`config.mk`:
```
export PLATFORM = sky130hd
export DESIGN_NAME = expr_string_gen
export DESIGN_NICKNAME = d
export VERILOG_FILES = /design/src/rtl/expr_string_gen.sv
export SDC_FILE = /design/constraint.sdc
export NUM_CORES = 1
export LEC_CHECK = 0
export CAP_MARGIN = 10
export CORE_MARGIN = 4
export CORE_UTILIZATION = 45
export CTS_CLUSTER_SIZE = 25
export DETAILED_ROUTE_END_ITERATION = 6
export DONT_BUFFER_PORTS = 1
export PLACE_DENSITY = 0.68
export SLEW_MARGIN = 10
export SYNTH_ARGS = -nofsm -noshare
export SYNTH_HDL_FRONTEND = slang
export SYNTH_SLANG_ARGS = --single-unit
```
`constraint.sdc`:
```
create_clock -name clk -period 2.2 [get_ports clk]
set_input_delay 0.11 -clock clk [delete_from_list [all_inputs] [get_ports clk]]
set_output_delay 0.11 -clock clk [all_outputs]
set_load 0.01 [all_outputs]
```
`src/rtl/expr_string_gen.sv`:
```
// Emits "d(op d)*" one ASCII byte per valid/ready handshake from a latched
// operand/operator list; all outputs are registered.
module expr_string_gen #(
    parameter int MAX_OPS = 4
) (
    input  logic                 clk,
    input  logic                 clr,
    input  logic                 start,
    input  logic [2:0]           num_ops,
    input  logic [4*MAX_OPS-1:0] digits,
    input  logic [MAX_OPS-2:0]   ops,
    output logic [7:0]           out_char,
    output logic                 out_valid,
    input  logic                 out_ready,
    output logic                 busy,
    output logic                 done,
    output logic                 err
);

    typedef enum logic [1:0] {
        S_IDLE,
        S_DIGIT,
        S_OP,
        S_DONE
    } state_t;

    state_t                 state_q, state_d;
    logic [2:0]             idx_q, idx_d;
    logic [2:0]             n_q, n_d;
    logic [4*MAX_OPS-1:0]   digits_q, digits_d;
    logic [MAX_OPS-2:0]     ops_q, ops_d;
    logic [7:0]             char_q, char_d;
    logic                   valid_q, valid_d;
    logic                   busy_q, busy_d;
    logic                   done_q, done_d;
    logic                   err_q, err_d;

    logic [MAX_OPS-1:0]     bad_digit;
    logic                   illegal;
    logic                   xfer;
    logic [2:0]             idx_inc;
    logic [3:0]             nxt_digit;
    logic                   cur_op;

    // Only operands inside the requested count are validated.
    for (genvar gi = 0; gi < MAX_OPS; gi++) begin : g_chk
        assign bad_digit[gi] = (3'(gi) < num_ops) && (digits[4*gi +: 4] > 4'd9);
    end

    assign illegal = (num_ops == 3'd0) || (num_ops > 3'(MAX_OPS)) || (|bad_digit);
    assign xfer    = valid_q && out_ready;
    assign idx_inc = idx_q + 3'd1;

    always_comb begin
        nxt_digit = 4'h0;
        cur_op    = 1'b0;
        for (int i = 0; i < MAX_OPS; i++) begin
            if (idx_inc == 3'(i)) nxt_digit = digits_q[4*i +: 4];
        end
        for (int i = 0; i < MAX_OPS - 1; i++) begin
            if (idx_q == 3'(i)) cur_op = ops_q[i];
        end
    end

    always_comb begin
        state_d  = state_q;
        idx_d    = idx_q;
        n_d      = n_q;
        digits_d = digits_q;
        ops_d    = ops_q;
        char_d   = char_q;
        valid_d  = valid_q;
        busy_d   = busy_q;
        done_d   = 1'b0;
        err_d    = 1'b0;
        case (state_q)
            S_IDLE: begin
                if (start) begin
                    if (illegal) begin
                        err_d = 1'b1;
                    end else begin
                        n_d      = num_ops;
                        digits_d = digits;
                        ops_d    = ops;
                        idx_d    = 3'd0;
                        state_d  = S_DIGIT;
                        char_d   = 8'h30 + {4'h0, digits[3:0]};
                        valid_d  = 1'b1;
                        busy_d   = 1'b1;
                    end
                end
            end
            S_DIGIT: begin
                if (xfer) begin
                    if (idx_q == n_q - 3'd1) begin
                        state_d = S_DONE;
                        valid_d = 1'b0;
                        busy_d  = 1'b0;
                        done_d  = 1'b1;
                    end else begin
                        state_d = S_OP;
                        char_d  = cur_op ? 8'h2A : 8'h2B;
                    end
                end
            end
            S_OP: begin
                if (xfer) begin
                    idx_d   = idx_inc;
                    state_d = S_DIGIT;
                    char_d  = 8'h30 + {4'h0, nxt_digit};
                end
            end
            S_DONE: begin
                state_d = S_IDLE;
            end
            default: begin
                state_d = S_IDLE;
                valid_d = 1'b0;
                busy_d  = 1'b0;
            end
        endcase
    end

    always_ff @(posedge clk) begin
        if (clr) begin
            state_q  <= S_IDLE;
            idx_q    <= 3'd0;
            n_q      <= 3'd0;
            digits_q <= '0;
            ops_q    <= '0;
            char_q   <= 8'h00;
            valid_q  <= 1'b0;
            busy_q   <= 1'b0;
            done_q   <= 1'b0;
            err_q    <= 1'b0;
        end else begin
            state_q  <= state_d;
            idx_q    <= idx_d;
            n_q      <= n_d;
            digits_q <= digits_d;
            ops_q    <= ops_d;
            char_q   <= char_d;
            valid_q  <= valid_d;
            busy_q   <= busy_d;
            done_q   <= done_d;
            err_q    <= err_d;
        end
    end

    assign out_char  = char_q;
    assign out_valid = valid_q;
    assign busy      = busy_q;
    assign done      = done_q;
    assign err       = err_q;

endmodule

```
Yosys cells after proc, flatten, opt, wreduce, memory -nomap -nowiden --
Cells that the tools add are included.
Word-level totals: register bits after elaboration 38, bits in latches 0, bits in writable memories 0, memory bits (read-only) 0, bits of input ports 26, output and inout port bits 12, logic and storage cells 95, memories kept 0
Operators by class: add/subtract/negate cells 4, multiply operators 0, div/mod/pow operators 0, order comparisons 9, eq/ne operators 15, shift operators 0, mux-type cells 31, bitwise operators 5, reductions and logical operators 22
Operators with widths (number):
- $mux W8 | 5
- $pmux W8 S3 | 1
- $gt A4 B4 Y1 const B | 4
- $mux W4 | 4
- $add A6 B4 Y7 const A | 2
- $ne A2 B2 Y1 const B | 6
- $mux W1 | 11
- $eq A3 B2 Y1 const B | 3
- $logic_not A3 Y1 | 3
- $mux W3 | 3
- $mux W2 | 4
- $pmux W2 S4 | 1
- $reduce_and A4 Y1 | 2
- $eq A3 B1 Y1 const B | 2
- $lt A1 B3 Y1 const A | 2
- $lt A2 B3 Y1 const A | 2
- $pmux W3 S2 | 1
- $reduce_and A6 Y1 | 1
- $reduce_or A3 Y1 | 2
- $logic_and A1 B1 Y1 | 5
- $not A1 Y1 | 5
- $reduce_and A5 Y1 | 1
- $eq A2 B2 Y1 const B | 2
- $reduce_bool A2 Y1 | 2
- other kinds (11) | 12

Logic depth before layout (Yosys ltp) --
depth in word-level cells 9, gate-level depth with buffers 8, gate-level depth less buffers 7

Worst setup path after synthesis --
OpenSTA, ideal clock, no wires.
path kind flip-flop to flip-flop, start point reg idx_q[0], end point reg char_q[0], in the netlist out_char[0], setup time 0.072 ns, arrival time 1.642 ns, slack 0.487 ns, stages on the path, launching flop included 9, path buffers 1, period minus slack after synthesis 1.713 ns, cell sequence dfxtp_1 > ha_1 > ha_1 > clkbuf_1 > a21oi_1 > o31ai_1 > nand4_1 > a31o_2 > mux2i_1
Between the ends: cells in the longest elaborated chain, start to end 9, elaborated cells between the ends (all ways) 24, classes of those cells add/sub (2); eq/ne (7); mux (12); reduce/logical (3)
Ends and longest elaborated chain:
- start, declared | RTL line 28 | logic [2:0] idx_q, idx_d;
- start signal, assigned | RTL line 138 | idx_q <= idx_d;
- $add A3 B1 Y3 | RTL line 52 | assign idx_inc = idx_q + 3'd1;
- $logic_not A3 Y1 | RTL line 58 | if (idx_inc == 3'(i)) nxt_digit = digits_q[4*i +: 4];
- $mux W4 (4 in series) | RTL line 58
- $add A6 B4 Y7 | RTL line 110 | char_d = 8'h30 + {4'h0, nxt_digit};
- $mux W8 | RTL line 107 | if (xfer) begin
- $pmux W8 S3 | RTL line 76 | case (state_q)
- end signal, assigned | RTL line 142 | char_q <= char_d;
- end, declared | RTL line 32 | logic [7:0] char_q, char_d;
Several ways; a longest one is shown, not always the timed one. The select of a mux whose other input is x is not followed. A chain may end at the register's enable or synchronous reset.

Worst setup path in the final report --
start point reg idx_q[0], end point reg char_q[2], in the netlist out_char[2]
Same word-level chain as after synthesis.

==> flow_metrics.tcl <==
set metrics [dict create \
    outcome "finished clean" \
    power.leakage_nw 0.885 \
    pwr-share-comb_pct 24.8 \
    yosysTopAreaCell "dfxtp_1" \
    finalHoldViolations 0 \
    worstHoldStart "clr" \
    p_int_mw 1.13 \
    critPathMaxStageDelay_ps 470 \
    start_kind "register" \
    yosys_most_used_dff "dfxtp_1" \
    io_pins 38 \
    drtIter0Drc 110 \
    crit_start "idx_q[0]" \
    wl_per_cell_um 16.4 \
    power_density_nw_per_um2 716 \
    period_minus_slack_ps 1890 \
    slowest_stage "ha_1" \
    netlist.area_leader.share_pct 36.3 \
    path_clk_slew_ps 70 \
    antenna_left 0 \
    period_share_pct 86.0 \
    grt_usage_pct 18.9 \
    async_flop_share_pct 0 \
    synthTopCellsByArea "dfxtp_1 36%, mux2i_1 15%, ha_1 6.9%" \
    r2r_end "out_char[2]" \
    vias 1669 \
    synth_compound_area_share_pct 18.1 \
    die_h_um 74.5 \
    ys_top_cells_by_count "36 x dfxtp_1, 29 x mux2i_1, 26 x nor2_1" \
    finClkSkew_ps 3.53 \
    gp_congestion 0.887 \
    clock_path_buffers 2 \
    root_buffer "clkbuf_8" \
    core_um2 4140 \
    port_buffers 0 \
    crit_required_ps 2420 \
    cap_violations 0 \
    place_inst 262 \
    nets 279 \
    setup_viol 0 \
    synth-seq-cells 36 \
    cts_tree "yes" \
    reg2reg_slack_ps 310 \
    die_w_um 74.5 \
    yosysMostFrequentCell "dfxtp_1" \
    numCtsBuffers 5 \
    postSynthCellCount 222 \
    cts.repair.resized 0 \
    cp_cell_sequence "ha_1 > ha_1 > o21ai_0 > o21ai_0 > o221ai_1 > a311o_1 > mux2i_1" \
    p_clk_share_pct 26.4 \
    antenna_found_initial 1 \
    syn_area_um2 1990 \
    worst_pin_slew_ps 982 \
    grt_pass1_vias 1619 \
    worstRegToRegCells 7 \
    clock.fmax_mhz 528 \
    area_delta_synth_final_pct 16.1 \
    grt_pass1_wl_um 7800 \
    crit_type "register to register" \
    synth_top_family_by_area "compound AO/OA/AOI/OAI gates" \
    critPathArrivalTime_ps 2110 \
    maxSlewHeadroom_pct 34.3 \
    synth_xor_area_share_pct 2.46 \
    synth_edf_count 0 \
    fin_tns_setup_ps 0 \
    power_frac_seq_pct 48.8 \
    ys.warnings.count 0 \
    whs_path_depth 2 \
    synth_fa_ha_area_share_pct 6.93 \
    ys_seq_area_share_pct 36.3 \
    yosys.area_share.simple_pct 15.4 \
    fin_cells 293 \
    hold_class "input port to register" \
    clock_sinks 36 \
    drtPass1Iterations 4 \
    synth_cell_types 41 \
    switching_share_pct 31.5 \
    num_rows 23 \
    worst_setup_path_end_kind "register" \
    cts_setup_buffers 0 \
    htreeDepth 2 \
    switchingPower_mw 0.520 \
    finalMaxSlewViolations 0 \
    holdPathEnd "out_char[2]" \
    viasPerCell 5.70 \
    start_util_pct 47.9 \
    critPathMaxFanout 12 \
    drcViolationCount 0 \
    grt_max_degree 26 \
    dieArea_um2 5540 \
    grt_overflow 0 \
    routed_wl_um 4800 \
    grt_setup_unrepaired "no" \
    drive_above_1_share_pct 5.37 \
    muxShareOfSynthArea_pct 14.6 \
    clk-insertion-delay-late_ps 280 \
    hpwl_um 3300 \
    num-fill-cells 382 \
    vdd_drop_max_uv 361 \
    syn_area_per_cell_um2 8.95 \
    reg2reg_from "idx_q[0]" \
]
stage by stage:
| step | total power, mW | util [%] | hold WS, ps | cell area (um^2) | setup WS (ps) |
|---|---|---|---|---|---|
| finish | 1.65 | 55.7 | 10.3 | 2310 | 308 |
| global route | 1.74 | 55.7 | 7.34 | 2310 | 71.3 |
| CTS | 1.67 | 55.6 | 6.11 | 2300 | 300 |
| detailed placement | 1.19 | 48.2 | 188 | 2000 | 319 |
| global placement | 1.18 | 48.2 | 189 | 2000 | 369 |
| floorplan | 1.12 | - | 257 | 1990 | 487 |
logic make-up after synthesis:
family / count (synthesis)
DFF: 36
other: 1
adders and majority gates: 11
xor gates and xnor gates: 4
buffers and inverters: 25
and+or+nand+nor: 66
muxes: 29
AOI/OAI and AO/OA: 50
worst max-delay path by stage:
stage	cells past startpoint	endpoint	slack, ps
6_report	7	out_char[2]	310
5_1_grt	6	out_char[0]	70
4_1_cts	7	out_char[2]	300
3_5_place_dp	7	out_char[2]	320
3_3_place_gp	7	out_char[2]	370
2_1_floorplan	8	out_char[0]	490
critical path, delay by kind of cell (launching register included):
family | cells | cell delay [ps]
AOI/OAI and AO/OA | 4 | 660
adders and majority gates | 2 | 690
DFF | 1 | 360
muxes | 1 | 110
power groups by stage:
stage / combinational, mW / clock [mW] / sequential [mW]
3_5_place_dp: 0.366 / 0 / 0.823
3_3_place_gp: 0.362 / 0 / 0.821
4_1_cts: 0.408 / 0.452 / 0.809
5_1_grt: 0.456 / 0.474 / 0.815
2_1_floorplan: 0.319 / 0 / 0.802
6_report: 0.410 / 0.435 / 0.806
per-layer routing:
metal	up-vias	part of all wire [%]	GRT usage, %
met5	-	0	0
met4	0	2.0	8.30
met3	8	6.0	6.49
met2	43	47	30.0
met1	799	45	23.1
li1	819	-	-
cell usage in the layout, fill, tap and decap left out, types with 5 or more instances in the layout:
cell	instances
o21ai_0	12
mux2i_1	29
inv_1	11
nor2_1	26
clkbuf_8	5
dfxtp_1	36
dlygate4sd3_1	23
nand2_1	16
a21oi_1	7
ha_1	11
cell type report:
class	count	area, um^2	share of cell area (%)
clock inverter	1	5.00	0.217
tap	50	62.6	2.71
sequential	36	721	31.2
multi-input combinational	162	1150	49.8
timing repair buffer	26	253	11.0
clock buffer	6	72.6	3.15
inverter	11	41.3	1.79
antenna	1	2.50	0.108
state kept, by name (all words and copies together) (netlist names):
register	count
digits_q	16
out_char	6
idx_q	3
n_q	3
ops_q	3
state_q	2
busy	1
done	1
err	1
what timing repair did:
item | 4_1_cts | 5_1_grt
endpoints found under the hold margin | 25 | 0
endpoints found under the setup margin | 0 | 0
hold buffers | 23 | 0
(Power assumes the default switching activity.)
